<file path="src/rtl/dice_pkg.sv">
// Shared types and glyph constants for the dice roller seven-segment display.
package dice_pkg;

  typedef enum logic [1:0] {
    BLANK = 2'd0,
    SPIN  = 2'd1,
    SHOW  = 2'd2
  } state_t;

  // Active-low segment patterns, bit order {g,f,e,d,c,b,a}
  localparam logic [6:0] SEG_DASH  = 7'b0111111;
  localparam logic [6:0] SEG_BLANK = 7'b1111111;
  localparam logic [6:0] SEG_0     = 7'b1000000;
  localparam logic [6:0] SEG_1     = 7'b1111001;
  localparam logic [6:0] SEG_2     = 7'b0100100;
  localparam logic [6:0] SEG_3     = 7'b0110000;
  localparam logic [6:0] SEG_4     = 7'b0011001;
  localparam logic [6:0] SEG_5     = 7'b0010010;
  localparam logic [6:0] SEG_6     = 7'b0000010;
  localparam logic [6:0] SEG_7     = 7'b1111000;
  localparam logic [6:0] SEG_8     = 7'b0000000;
  localparam logic [6:0] SEG_9     = 7'b0010000;

endpackage

</file>
<file path="src/rtl/seg7_decode.sv">
// Combinational digit-to-glyph decoder; codes 10..15 produce a blank digit.
module seg7_decode
  import dice_pkg::*;
(
  input  logic [3:0] digit,
  output logic [6:0] glyph_c
);

  always_comb begin
    glyph_c = SEG_BLANK;
    case (digit)
      4'd0:    glyph_c = SEG_0;
      4'd1:    glyph_c = SEG_1;
      4'd2:    glyph_c = SEG_2;
      4'd3:    glyph_c = SEG_3;
      4'd4:    glyph_c = SEG_4;
      4'd5:    glyph_c = SEG_5;
      4'd6:    glyph_c = SEG_6;
      4'd7:    glyph_c = SEG_7;
      4'd8:    glyph_c = SEG_8;
      4'd9:    glyph_c = SEG_9;
      default: glyph_c = SEG_BLANK;
    endcase
  end

endmodule

</file>
<file path="src/rtl/dice_display.sv">
// Two-digit multiplexed seven-segment stage: spin animation, then the roll in decimal.
module dice_display
  import dice_pkg::*;
#(
  parameter int unsigned REFRESH_DIV = 50000,
  parameter int unsigned SPIN_STEP   = 2500000,
  parameter int unsigned SPIN_FRAMES = 8
) (
  input  logic       clk,
  input  logic       reset_n,
  input  logic [4:0] i_roll,
  input  logic       i_valid,
  output logic [6:0] o_seg,
  output logic [1:0] o_an,
  output logic       o_busy
);

  localparam int unsigned REF_W   = (REFRESH_DIV > 1) ? $clog2(REFRESH_DIV) : 1;
  localparam int unsigned STEP_W  = (SPIN_STEP > 1) ? $clog2(SPIN_STEP) : 1;
  localparam int unsigned FRAME_W = $clog2(SPIN_FRAMES + 1);

  localparam logic [REF_W-1:0]   REF_LAST   = REF_W'(REFRESH_DIV - 1);
  localparam logic [STEP_W-1:0]  STEP_LAST  = STEP_W'(SPIN_STEP - 1);
  localparam logic [FRAME_W-1:0] FRAME_LAST = FRAME_W'(SPIN_FRAMES - 1);

  state_t               state, state_n;
  logic [4:0]           value, value_n;
  logic [STEP_W-1:0]    step_cnt, step_n;
  logic [FRAME_W-1:0]   frame_cnt, frame_n;
  logic [REF_W-1:0]     refresh_cnt, refresh_n;
  logic                 sel, sel_n;

  logic [1:0] tens;
  logic [4:0] tens_x10;
  logic [3:0] ones;
  logic [3:0] digit;
  logic [6:0] glyph_c;
  logic [2:0] spin_idx;
  logic [6:0] seg_n;
  logic [1:0] an_n;
  logic       busy_n;

  // Next-state and counter logic; a strobe restarts the spin from any state
  always_comb begin
    state_n   = state;
    value_n   = value;
    step_n    = step_cnt;
    frame_n   = frame_cnt;
    refresh_n = (refresh_cnt == REF_LAST) ? '0 : refresh_cnt + 1'b1;
    sel_n     = (refresh_cnt == REF_LAST) ? ~sel : sel;

    if (i_valid) begin
      value_n = i_roll;
      step_n  = '0;
      frame_n = '0;
      state_n = SPIN;
    end else if (state == SPIN) begin
      if (step_cnt == STEP_LAST) begin
        step_n  = '0;
        frame_n = frame_cnt + 1'b1;
        if (frame_cnt == FRAME_LAST) state_n = SHOW;
      end else begin
        step_n = step_cnt + 1'b1;
      end
    end
  end

  // Binary to BCD by comparison and subtraction
  always_comb begin
    tens     = 2'd0;
    tens_x10 = 5'd0;
    if (value_n >= 5'd30) begin
      tens     = 2'd3;
      tens_x10 = 5'd30;
    end else if (value_n >= 5'd20) begin
      tens     = 2'd2;
      tens_x10 = 5'd20;
    end else if (value_n >= 5'd10) begin
      tens     = 2'd1;
      tens_x10 = 5'd10;
    end
    ones = 4'(value_n - tens_x10);
  end

  // Digit mux ahead of the single decoder; code 15 blanks a zero tens digit
  assign digit = sel_n ? ((tens == 2'd0) ? 4'd15 : {2'b00, tens}) : ones;

  seg7_decode u_decode (
    .digit   (digit),
    .glyph_c (glyph_c)
  );

  // Outputs are derived from next-state values so they register in step with the state
  always_comb begin
    spin_idx = 3'(32'(frame_n) % 32'd6);
    busy_n   = (state_n == SPIN);
    an_n     = ~(2'b01 << sel_n);
    case (state_n)
      SPIN:    seg_n = ~(7'b0000001 << spin_idx);
      SHOW:    seg_n = glyph_c;
      default: seg_n = SEG_DASH;
    endcase
  end

  always_ff @(posedge clk or negedge reset_n) begin
    if (!reset_n) begin
      state       <= BLANK;
      value       <= '0;
      step_cnt    <= '0;
      frame_cnt   <= '0;
      refresh_cnt <= '0;
      sel         <= 1'b0;
      o_seg       <= SEG_DASH;
      o_an        <= 2'b10;
      o_busy      <= 1'b0;
    end else begin
      state       <= state_n;
      value       <= value_n;
      step_cnt    <= step_n;
      frame_cnt   <= frame_n;
      refresh_cnt <= refresh_n;
      sel         <= sel_n;
      o_seg       <= seg_n;
      o_an        <= an_n;
      o_busy      <= busy_n;
    end
  end

endmodule
</file>
<file path="config.mk">
export PLATFORM = sky130hd
export DESIGN_NAME = dice_display
export DESIGN_NICKNAME = d
export VERILOG_FILES = /design/src/rtl/dice_pkg.sv /design/src/rtl/seg7_decode.sv /design/src/rtl/dice_display.sv
export SDC_FILE = /design/constraint.sdc
export NUM_CORES = 1
export LEC_CHECK = 0
export BUFFER_PORTS_ARGS = -buffer_cell sky130_fd_sc_hd__buf_2
export CAP_MARGIN = 20
export CORE_ASPECT_RATIO = 0.75
export CORE_MARGIN = 2
export CORE_UTILIZATION = 30
export CTS_BUF_LIST = sky130_fd_sc_hd__clkbuf_16
export CTS_CLUSTER_DIAMETER = 60
export DETAILED_ROUTE_END_ITERATION = 8
export SLEW_MARGIN = 30
export SYNTH_ARGS = -nofsm -noshare
export SYNTH_HDL_FRONTEND = slang
export SYNTH_SLANG_ARGS = --single-unit
</file>
<file path="constraint.sdc">
create_clock -name clk -period 4.1 [get_ports clk]
set_input_delay 1.23 -clock clk [delete_from_list [all_inputs] [get_ports clk]]
set_output_delay 1.23 -clock clk [all_outputs]
set_load 0.02 [all_outputs]
</file>
Word-level counts from Yosys, hierarchy flattened
Memories as Yosys holds them, arrays and structs flattened. Cells that the tools add are included.

Register bits: 60. Latch bits: 0. Memory bits (writable): 0. ROM bits: 112. Output and inout bits: 10. Memories: 1.

Memories: (name not given) (words 16, bits a word 7, read ports 1, clocked after memory_dff 0, wr ports 0, line seg7_decode.sv:11) `case (digit)`.

Add/subtract/negate cells: 4. $mul: 0. Div/mod/pow operators: 1. $lt $le $gt $ge: 3. Eq/ne operators: 6. Shift-type cells: 2. Multiplexer cells: 22. Bitwise gates (word level): 3. Reduce and logical (&&, ||, !) cells: 2.

Operator list (number): 2-to-1 mux 22 bit (3); modulo 4 x 3 -> 32 bit, second input constant (1); 2-to-1 mux 4 bit (8); adder 22 x 1 -> 22 bit, second input constant (1); equality test 22 bit, second input constant (1); adder 16 x 1 -> 16 bit, second input constant (1); equality test 16 bit, second input constant (1); 2-to-1 mux 16 bit (1); one-hot mux 7 bit (2 select lines) (1); 2-to-1 mux 2 bit (6); greater-or-equal comparator 5 bit, second input constant (2); NOT 7 bit (1); left shift 1 x 3 -> 7 bit, first input constant (1); greater-or-equal comparator 5 x 4 -> 1 bit, second input constant (1); 2-to-1 mux 5 bit (1); adder 4 x 1 -> 4 bit, second input constant (1); equality test 2 x 1 -> 1 bit, second input constant (2); equality test 4 x 3 -> 1 bit, second input constant (1); subtractor 4 bit (1); equality test 2 bit, second input constant (1); zero test 2 bit (1); 2-to-1 mux 1 bit (2); NOT 2 bit (1); nonzero test 2 bit (1); 2 further kinds (2).

Longest topological paths before layout
Gate-level depths: netlist of run 1. An unclocked memory read counts as a cell.

Depth in word-level cells: 10. Mapped depth: 14. Mapped depth without buffers: 13.

Hierarchy
Synthesis of run 1 repeated with hierarchy kept, for this count alone.

Cell total of the unflattened synthesis: 352. Area, all modules: 3329.4 um^2.

By module, submodules not included: dice_display (instances 1, cells each 319, area an instance 3119.2 um^2, sequential area each 1485.2 um^2); seg7_decode (instances 1, cells each 33, area an instance 210.2 um^2, sequential area each 0.0 um^2).

Least setup slack after synthesis of run 1
OpenSTA, ideal clock, no wires.

Path kind: input to register. Start point: in i_valid. End point: reg o_seg[3]. Setup time: 0.084 ns. Arrival: 4.194 ns. Data required time: 4.016 ns. Path slack: -0.178 ns. Cell stages on the path: 12. Cells stage by stage: clkbuf_1 -> mux2_2 -> maj3_1 -> mux2_2 -> inv_1 -> ha_1 -> inv_1 -> fa_1 -> nor4b_1 -> a21bo_2 -> a31oi_1 -> a311o_1.

Longest elaborated chain between the ends: 10. Elaborated cells between the ends (all ways): 23. Those cells by class: add/sub (1); div (1); order compare (3); eq/ne (2); shift (1); mux (12); bitwise (1); reduce/logical (1); memory (1).

Ends and longest elaborated chain: start, declared (line dice_display.sv:12) `input logic i_valid,`; 2-to-1 mux 5 bit (*) (line dice_display.sv:52) `if (i_valid) begin`; net value_n[4] (line dice_display.sv:27) `logic [4:0] value, value_n;`; branches (longest 6 deep; another with greater-or-equal comparator 5 x 4 -> 1 bit); 2-to-1 mux 4 bit (*) (line dice_display.sv:86) `assign digit = sel_n ? ((tens == 2'd0) ? 4'd15 : {2'b00, tens}) : ones;`; memory read (16 x 7 bit) (*); one-hot mux 7 bit (2 select lines) (*) (line dice_display.sv:98) `case (state_n)`; net seg_n[3] (line dice_display.sv:39) `logic [6:0] seg_n;`; end signal, assigned (line dice_display.sv:123) `o_seg <= seg_n;`; end, declared (line dice_display.sv:13) `output logic [6:0] o_seg,`.

Mark *: on every way through the listed nets, which the timed path passes. A chain may end at the register's enable or synchronous reset.

Worst setup path in the final report of run 1
Start point: reg step_cnt[15]. End point: reg o_seg[3].

Longest elaborated chain between the ends: 8. Elaborated cells between the ends (all ways): 13. Those cells by class: div (1); eq/ne (3); shift (1); mux (7); bitwise (1).

Ends and longest elaborated chain: start, declared (line dice_display.sv:28) `logic [STEP_W-1:0] step_cnt, step_n;`; start signal, assigned (line dice_display.sv:119) `step_cnt <= step_n;`; equality test 22 bit (line dice_display.sv:58) `if (step_cnt == STEP_LAST) begin`; 2-to-1 mux 4 bit (line dice_display.sv:58); 2-to-1 mux 4 bit (line dice_display.sv:57) `end else if (state == SPIN) begin`; 2-to-1 mux 4 bit (line dice_display.sv:52); net frame_n[3] (line dice_display.sv:29) `logic [FRAME_W-1:0] frame_cnt, frame_n;`; modulo 4 x 3 -> 32 bit (line dice_display.sv:95) `spin_idx = 3'(32'(frame_n) % 32'd6);`; left shift 1 x 3 -> 7 bit (line dice_display.sv:99) `SPIN: seg_n = ~(7'b0000001 << spin_idx);`; NOT 7 bit (line dice_display.sv:99); one-hot mux 7 bit (2 select lines) (line dice_display.sv:98); net seg_n[3] (line dice_display.sv:39).

The timed path passes the listed nets, and every way through them passes these cells.

==> results of run 1 <==
kinds of logic (layout without fill, tap and decap cells):
family,after synthesis,in the layout,share of synthesized area (%)
and+or+nand+nor,144,144,22.70
muxes,9,9,2.833
DFF,59,59,44.84
xor gates and xnor gates,25,25,6.611
adders and majority gates,15,15,5.818
AOI/OAI and AO/OA,66,66,13.87
buffers and inverters,26,64,3.324
worst max-delay path by stage:
| stage | from | endpoint | slack [ps] | cells after the start |
|---|---|---|---|---|
| floorplan | i_valid | o_seg[3] | 10 | 12 |
| global placement | i_valid | o_seg[0] | 60 | 13 |
| detailed placement | i_valid | o_seg[1] | -20 | 13 |
| CTS | step_cnt[15] | o_seg[3] | 290 | 10 |
| global route | step_cnt[15] | o_seg[2] | 20 | 10 |
| finish | step_cnt[15] | o_seg[3] | 290 | 10 |
power breakdown:
part	switching, W	internal [W]	total [W]
Clock	0.000277	0.000536	0.000813
Sequential	0.00000504	0.000591	0.000596
Combinational	0.0000972	0.0000700	0.000167
routing by layer:
layer | track usage [%] | share of wire (%)
met1 | 18.45 | 53
met2 | 18.39 | 41
met3 | 3.966 | 3.7
met4 | 4.722 | 1.6
met5 | 0 | 0
state kept, by name, indices dropped and copies added, names as in the netlist:
register,flops
frame_cnt,4
o_an,2
o_busy,1
o_seg,7
refresh_cnt,16
state,2
step_cnt,22
value,5
per-stage QoR:
stage / area (um^2) / setup slack (ps)
after floorplan: 3319 / 11.14
after global placement: 3630 / 57.55
after detailed placement: 3630 / -18.86
after CTS: 3955 / 294.6
after global routing: 3955 / 15.38
final: 3955 / 291.7
layout make-up:
class	instances	share of cell area [%]
tap	140	4.429
clock inverter	7	2.531
multi-input combinational	259	43.56
sequential	59	37.55
clock buffer	9	5.694
inverter	19	1.803
timing repair buffer	29	4.429
critical path, cell delays in order (launching register included):
cell	delay, ps
sky130_fd_sc_hd__dfrtp_1	410
sky130_fd_sc_hd__or4_1	560
sky130_fd_sc_hd__or4_4	590
sky130_fd_sc_hd__or4_4	510
sky130_fd_sc_hd__a21oi_4	270
sky130_fd_sc_hd__ha_1	270
sky130_fd_sc_hd__nor3b_1	160
sky130_fd_sc_hd__o21ai_1	150
sky130_fd_sc_hd__mux2i_1	310
sky130_fd_sc_hd__nand3_1	140
sky130_fd_sc_hd__a311o_1	350
cells in the final DEF (no fill, tap or decap), types with 3 or more instances in the layout:
master / count
sky130_fd_sc_hd__or3_1: 5
sky130_fd_sc_hd__o31ai_1: 6
sky130_fd_sc_hd__a211o_1: 4
sky130_fd_sc_hd__dfrtp_1: 52
sky130_fd_sc_hd__and4_1: 4
sky130_fd_sc_hd__dfstp_2: 7
sky130_fd_sc_hd__nand2b_1: 3
sky130_fd_sc_hd__nand2_1: 30
sky130_fd_sc_hd__clkbuf_16: 9
sky130_fd_sc_hd__nor2_1: 33
sky130_fd_sc_hd__nand3_1: 26
sky130_fd_sc_hd__o211ai_1: 4
sky130_fd_sc_hd__buf_4: 12
sky130_fd_sc_hd__and3_1: 7
sky130_fd_sc_hd__xor2_1: 12
sky130_fd_sc_hd__a31oi_1: 7
sky130_fd_sc_hd__nand4_1: 8
sky130_fd_sc_hd__nor2b_1: 4
sky130_fd_sc_hd__mux2i_1: 6
sky130_fd_sc_hd__ha_1: 13
sky130_fd_sc_hd__nor3_1: 5
sky130_fd_sc_hd__a21o_1: 4
sky130_fd_sc_hd__nand4b_1: 3
sky130_fd_sc_hd__a21oi_1: 8
sky130_fd_sc_hd__o21ai_0: 17
sky130_fd_sc_hd__buf_2: 17
sky130_fd_sc_hd__mux2_2: 3
sky130_fd_sc_hd__xnor2_1: 13
sky130_fd_sc_hd__inv_1: 17
Yosys cell counts, types with 2 or more instances:
cell type and number:
sky130_fd_sc_hd__o21ai_1 2, sky130_fd_sc_hd__a31oi_1 7, sky130_fd_sc_hd__nor4bb_1 2, sky130_fd_sc_hd__nand4_1 8, sky130_fd_sc_hd__or3_1 5, sky130_fd_sc_hd__mux2_2 3, sky130_fd_sc_hd__a21oi_1 8, sky130_fd_sc_hd__and2_1 2
sky130_fd_sc_hd__xnor2_1 13, sky130_fd_sc_hd__or4_4 2, sky130_fd_sc_hd__o31ai_1 6, sky130_fd_sc_hd__clkbuf_1 4, sky130_fd_sc_hd__nand2_1 30, sky130_fd_sc_hd__a211o_1 4, sky130_fd_sc_hd__nand4b_1 3, sky130_fd_sc_hd__nand3_1 26
sky130_fd_sc_hd__a311o_1 2, sky130_fd_sc_hd__nand2b_1 3, sky130_fd_sc_hd__mux2i_1 6, sky130_fd_sc_hd__nor4b_1 3, sky130_fd_sc_hd__o221ai_1 2, sky130_fd_sc_hd__o211ai_1 4, sky130_fd_sc_hd__xor2_1 12, sky130_fd_sc_hd__inv_2 2
sky130_fd_sc_hd__nor2_1 33, sky130_fd_sc_hd__nor4_1 2, sky130_fd_sc_hd__nor3_1 5, sky130_fd_sc_hd__or2_2 2, sky130_fd_sc_hd__dfrtp_1 52, sky130_fd_sc_hd__and3_1 7, sky130_fd_sc_hd__and4_1 4, sky130_fd_sc_hd__dfstp_2 7
sky130_fd_sc_hd__inv_1 17, sky130_fd_sc_hd__ha_1 13, sky130_fd_sc_hd__a21o_1 4, sky130_fd_sc_hd__o21ai_0 17, sky130_fd_sc_hd__nor2b_1 4
==> metrics list, run 1 <==
* EDFF count, synth: 0
- Result of the run: finished, final reports clean
* Dominant register cell in the synthesized netlist: sky130_fd_sc_hd__dfrtp_1
* Static power due to leakage: 1.719 nW
- For the final routed database, the setup TNS stands at 0 ps.
* Top fanout value on the critical path: 8
- Proportion of layout cells with a drive suffix above 1: 17.54%
- Num Clock Sinks: 59
* Launch instance of the worst min-delay path: refresh_cnt[0]
* Worst Hold Path Cells: 1
- Entering global routing, the biggest net connects 37 pins.
- Maximum VDD drop: 0.1866 mV
* DRC Markers: 0
- Number of fill cells in the layout: 1083
- Once the clock tree was built, the resizer swapped 0 gates to a different size.
* Total power: 0.001576 W
* Number of standard-cell rows in the floorplan: 33
- After clock tree synthesis, the flow added hold-fix buffers numbering 0.
* Setup Fix Bufs, Post-CTS: 0
- The share of synthesized area in the top cell type comes to 39.29%.
- Height of the chip: 95.00 um
- The cell area that synthesis handed to floorplanning was 3312 um^2.
* Critical path type: flip-flop to flip-flop
- Synth area leader: sky130_fd_sc_hd__dfrtp_1
* Initial antenna violation count: 0
- Post-Layout Cell Count: 522
* Total Routed Length: 7007 um
* Max Root-Sink Buffers: 2
- The endpoint identified for the worst register-to-register timing path is o_seg[3].
- The core region is 10860 um^2.
* Final layout net count: 399
* HPWL after detailed placement: 5048 um
- After detailed placement, the design holds a cell count of 506.
- RR Startpoint: step_cnt[15]
* Worst-margin pin slew: 843.4 ps
- Area used by multi-input combinational logic: 1723 um^2
- The max-slew violation count was 0.
- The clock period could shrink to 3808 ps.
* Final GP Congestion: 0.8819
- Library cell used as clock root buffer: sky130_fd_sc_hd__clkbuf_16
- The worst setup path is captured at a flip-flop.
- Proportion of register bits with asynchronous set or reset after synthesis: 100.0%
* First-pass GRT wire length: 12200 um
* Total power density per cell area: 398.4 nW/um^2
* Critical path data required time: 4360 ps
- In this run the register-to-register setup slack is 290 ps.
- Initial core utilization: 30.50%
- Synthesized netlist net count: 366
- Clock tree from TritonCTS: done
- Avg Vias per Cell: 4.990
- Total gr overflow: 0
* Clock-pin slew reported for the worst setup and hold paths after clock tree synthesis: 60 ps
* Maximum clock frequency: 262.6 MHz
- Worst slew slack as a fraction of its limit: 43.34%
- Compared with the post-synthesis result, the final layout area differs by 19.42%.
* First drt pass iteration count: 4
* Fraction of the core area covered by cells at the end of the flow: 36.42%
* Number of top-level pins: 18
* Die area: 11910 um^2
- The number of cells on the worst reg-to-reg path is 10.
- For the worst setup path, the data arrival time is 4070 ps.
* Hold Path Sink: refresh_cnt[0]
- STA classifies the critical path startpoint as a flip-flop.
- Cell count after synthesis: 344
* Count of port buffers added during placement: 17
- In the final layout, flip-flops and latches occupy 1485 um^2.
- Final Hold Slack: 448.4 ps
- Unrepaired setup endpoints after global routing: no
- The tool flagged a number of max-cap violations equal to 0.
* Seq/Total Area, Yosys: 44.84%
- The die is 125.3 um wide.
- Source-to-sink clock delay at the later pin of the worst-skew pair: 330 ps
* Final hold vios: 0
- Detailed routing inserted a total of 2605 vias.
- Cells taking the most area after synthesis: sky130_fd_sc_hd__dfrtp_1, sky130_fd_sc_hd__dfstp_2, sky130_fd_sc_hd__ha_1, sky130_fd_sc_hd__nand3_1, sky130_fd_sc_hd__nor2_1
- 0 antenna diodes ended up in the layout.
- Averaged over all synthesized cells, the footprint is 9.628 um^2.
- The number of global-route vias before repair was 2458.
- Syn. warnings: 0
* Library cells used by synthesis: 55
- Final period utilization: 92.89%
- Routed length per placed instance: 13.42 um
- Global routing used 12.93% of the available tracks across all layers.
- Worst Clk Skew: 6.741 ps
- Depth of the CTS H-tree: 3
- Num CTS Buffers: 9
- The detail route stage leaves a number of antenna-violating nets equal to 0.
- Setup violations remaining at the end of the flow were counted as 0.
- Hold crit path type: flip-flop to flip-flop
* First-iteration detailed-routing DRC count: 239
- Count of state elements after synthesis: 59
Power figures use the tool's default switching activity.
==> run 2: changes to the inputs <==
Settings changed: CORE_MARGIN 2 to default.
==> run 2 against run 1 <==
Net effect:
- setup slack improved by 5.5 ps
- clock skew down 2.4 ps
- die area fell by 3.7%
- final cell count is 0.57% lower
- register-to-register slack about the same
- flip-flop and latch count stayed put
- sequential share of layout area barely moved
- combinational power increased by 3%
- total power shrank 1.7%
==> metrics list, run 2 (synthesis gave the netlist of run 1 again) <==
* Result of the run: finished, final reports clean (unchanged)
* Tot GR Track Use: 14.06% (was 12.93%)
* Reg-to-reg critical path endpoint: o_seg[2] (was o_seg[3])
* Worst Clk Skew: 4.348 ps (was 6.741 ps)
- The number of antenna violations at the first check in global routing came to 0 (unchanged).
* Final Hold Slack: 455.8 ps (was 448.4 ps)
- Source-to-sink clock delay at the later pin of the worst-skew pair: 320 ps (was 330 ps)
- Sum of met3 wire segment lengths after detailed routing: 274 um (was 256 um)
- The number of DRC markers after the initial detailed-route iteration is 196 (was 239).
* Met2 wire length: 2984 um (was 2898 um)
* Commonest cells after routing, fill and taps aside: sky130_fd_sc_hd__dfrtp_1, sky130_fd_sc_hd__nor2_1, sky130_fd_sc_hd__nand2_1 (unchanged)
- DRC Markers: 0 (unchanged)
* Worst Hold Path Cells: 1 (unchanged)
- The die footprint is 11470 um^2 (was 11910 um^2).
* Hold crit path type: flip-flop to flip-flop (unchanged)
- Launch instance of the worst min-delay path: refresh_cnt[0] (unchanged)
- The area of the core is 10490 um^2 (was 10860 um^2).
- Vias in the first global route: 2501 (was 2458)
- The most common cell after layout, fill and taps aside is sky130_fd_sc_hd__dfrtp_1 (unchanged).
- The transition time at the pin with the least slew margin was 766.4 ps (was 843.4 ps).
- Depth of the CTS H-tree: 3 (unchanged)
* Critical path, cell by cell: or4_1, or4_4, or4_4, a21oi_4, ha_1, nor3b_1, o21ai_1, mux2i_2, nand3_1, a311o_1 (was or4_1, or4_4, or4_4, a21oi_4, ha_1, nor3b_1, o21ai_1, mux2i_1, nand3_1, a311o_1)
- The top-level port count came to 18 (unchanged).
* Final Max Slew Viols: 0 (unchanged)
- The switching part of the total came to 23.36% (was 24.05%).
* Largest net degree at the start of global routing: 28 (was 37)
- Fraction of the core area covered by cells at the end of the flow: 37.67% (was 36.42%)
- Portion of total power attributed to the clock network: 50.4% (was 51.6%)
- Delay contributed by the slowest stage of the critical path: 580 ps (was 590 ps)
* Flip-flop count of the largest register, all copies and words added: 22 (unchanged)
- Unrepaired setup endpoints after global routing: no (unchanged).
* Height of the chip: 93.00 um (was 95.00 um)
- Top fanout value on the critical path: 8 (unchanged)
* RR Startpoint: step_cnt[14] (was step_cnt[15])
- Startpoint Class: flip-flop (unchanged)
- The kind of critical path is flip-flop to flip-flop (unchanged).
- Num Clock Sinks: 59 (unchanged)
- Maximum VDD drop: 0.2399 mV (was 0.1866 mV)
* Vias: 2642 (was 2605)
- Total Routed Length: 7330 um (was 7007 um)
- Metal-1 WL: 3976 um (was 3740 um)
* Static power due to leakage: 1.715 nW (was 1.719 nW)
- Hold Path Sink: refresh_cnt[0] (unchanged)
- The internal reg-to-reg setup slack came to 300 ps (was 290 ps).
- Setup slack after layout: 297.1 ps (was 291.7 ps)
* Routed length per placed instance: 14.12 um (was 13.42 um)
- The power density normalized to cell area came to 392.1 nW/um^2 (was 398.4 nW/um^2).
- The sequential group share of total power came to 38.4% (was 37.8%).
- The layout overhead on the synthesized area is 19.30% (was 19.42%).
- The count of standard-cell rows was 32 (was 33).
- The multi-input combinational cell area was 1727 um^2 (was 1723 um^2).
* Register name with the most flops: step_cnt (unchanged)
- Count of port buffers added during placement: 17 (unchanged)
- Proportion of layout cells with a drive suffix above 1: 17.49% (was 17.54%)
- Antenna-violating nets left: 0 (unchanged)
- The topmost layer with routed signal wires is met4 (unchanged).
- Library cell used as clock root buffer: sky130_fd_sc_hd__clkbuf_16 (unchanged)
- The horizontal die dimension came to 123.3 um (was 125.3 um).
- Maxcap violations: 0 (unchanged)
- The share of the cycle needed by the critical path after routing is 92.75% (was 92.89%).
- Cell depth of the worst flop-to-flop path: 10 (unchanged)
- Most Frequent Cell on Critical Path: sky130_fd_sc_hd__or4_4 (unchanged)
- The required time at the worst-slack endpoint was 4350 ps (was 4360 ps).
- Avg Vias per Cell: 5.091 (was 4.990)
- The routability congestion estimate is 0.8098 (was 0.8819).
* Final hold vios: 0 (unchanged)
* Logic gate share of total power: 11.1% (was 10.6%)
- Leading registers by flop count: step_cnt x22, refresh_cnt x16, o_seg x7 (unchanged)
* ANT cells: 0 (unchanged)
- The count of TritonRoute iterations in the first routing pass is 4 (unchanged).
* Clock-pin slew reported for the worst setup and hold paths after clock tree synthesis: 50 ps (was 60 ps)
- The effective utilization at floorplan is 31.57% (was 30.50%).
* Final layout net count: 401 (was 399)
- Num CTS Buffers: 9 (unchanged)
- The highest achievable clock rate was 263.0 MHz (was 262.6 MHz).
- HPWL after detailed placement: 5329 um (was 5048 um)
- The total congestion overflow after global routing was 0 (unchanged).
- The maximum count of clock buffers along a single path was 2 (unchanged).
- Worst slew slack as a fraction of its limit: 48.51% (was 43.34%)
* Crit path time final: 3803 ps (was 3808 ps)
* Setup Slack @ Placement: 11.07 ps (was -18.86 ps)
* Number of fill cells in the layout: 1047 (was 1083)
- Total power: 0.001549 W (was 0.001576 W)
* Slowest stage cell, crit path: sky130_fd_sc_hd__or4_4 (unchanged)
- Clock tree from TritonCTS: done (unchanged)
* Register area: 1485 um^2 (unchanged)
* Power dissipated by switching net loads: 0.0003619 W (was 0.0003790 W)
* First-pass GRT wire length: 12380 um (was 12200 um)
* Setup-failing EPs final: 0 (unchanged)
- Setup_tns: 0 ps (unchanged)
* Crit path arrival time: 4050 ps (was 4070 ps)
- Total internal power: 0.001187 W (was 0.001197 W)
- The critical path capture point type is a flip-flop (unchanged).
-- run 2: area by class of cell --
type | instances | share of cell area, %
Tap cell | 136 | 4.307
Timing Repair Buffer | 31 | 4.813
Clock buffer | 9 | 5.700
Multi-Input combinational cell | 259 | 43.70
Inverter | 19 | 1.805
Clock inverter | 6 | 2.090
Sequential cell | 59 | 37.59
-- run 2: stage by stage --
step / std cells / cell area [um^2]
global placement: 504 / 3640
CTS: 519 / 3948
finish: 519 / 3951
global route: 519 / 3951
detailed placement: 504 / 3640
floorplan: 344 / 3319
-- run 2: worst max-delay path by stage --
stage	startpoint	depth (start not counted)	to	slack [ps]
final	step_cnt[14]	10	o_seg[2]	300
after global placement	i_valid	13	o_seg[0]	80
after CTS	step_cnt[14]	10	o_seg[2]	250
after detailed placement	i_valid	13	o_seg[0]	10
after floorplan	i_valid	12	o_seg[3]	10
after global routing	step_cnt[14]	10	o_seg[2]	60
-- run 2: layer usage --
metal | track usage [%] | vias up
met2 | 19.83 | 47
met5 | 0 | -
met4 | 4.518 | 0
met3 | 3.293 | 9
met1 | 20.85 | 1279
li1 | - | 1307
-- run 2: power by group through the flow --
stage	logic (W)	clock network (W)	registers [W]
3_5_place_dp	0.000169	0	0.000605
2_1_floorplan	0.000106	0	0.000604
3_3_place_gp	0.000170	0	0.000605
5_1_grt	0.000191	0.000825	0.000596
4_1_cts	0.000171	0.000797	0.000595
6_report	0.000172	0.000781	0.000595
-- run 2: what timing repair did --
action,4_1_cts,5_1_grt
buffers inserted,0,0
hold buffers,0,0
setup endpoints to repair,0,1
resized for setup,0,1
-- run 2: worst max-delay path: cells and delay by family (launching register included) --
kind / cells / cell delay (ps)
AO/OA/AOI/OAI: 3 / 780
adder cells (fa/ha/maj): 1 / 270
flip-flops: 1 / 440
multiplexers: 1 / 270
AND/OR/NAND/NOR: 5 / 1980
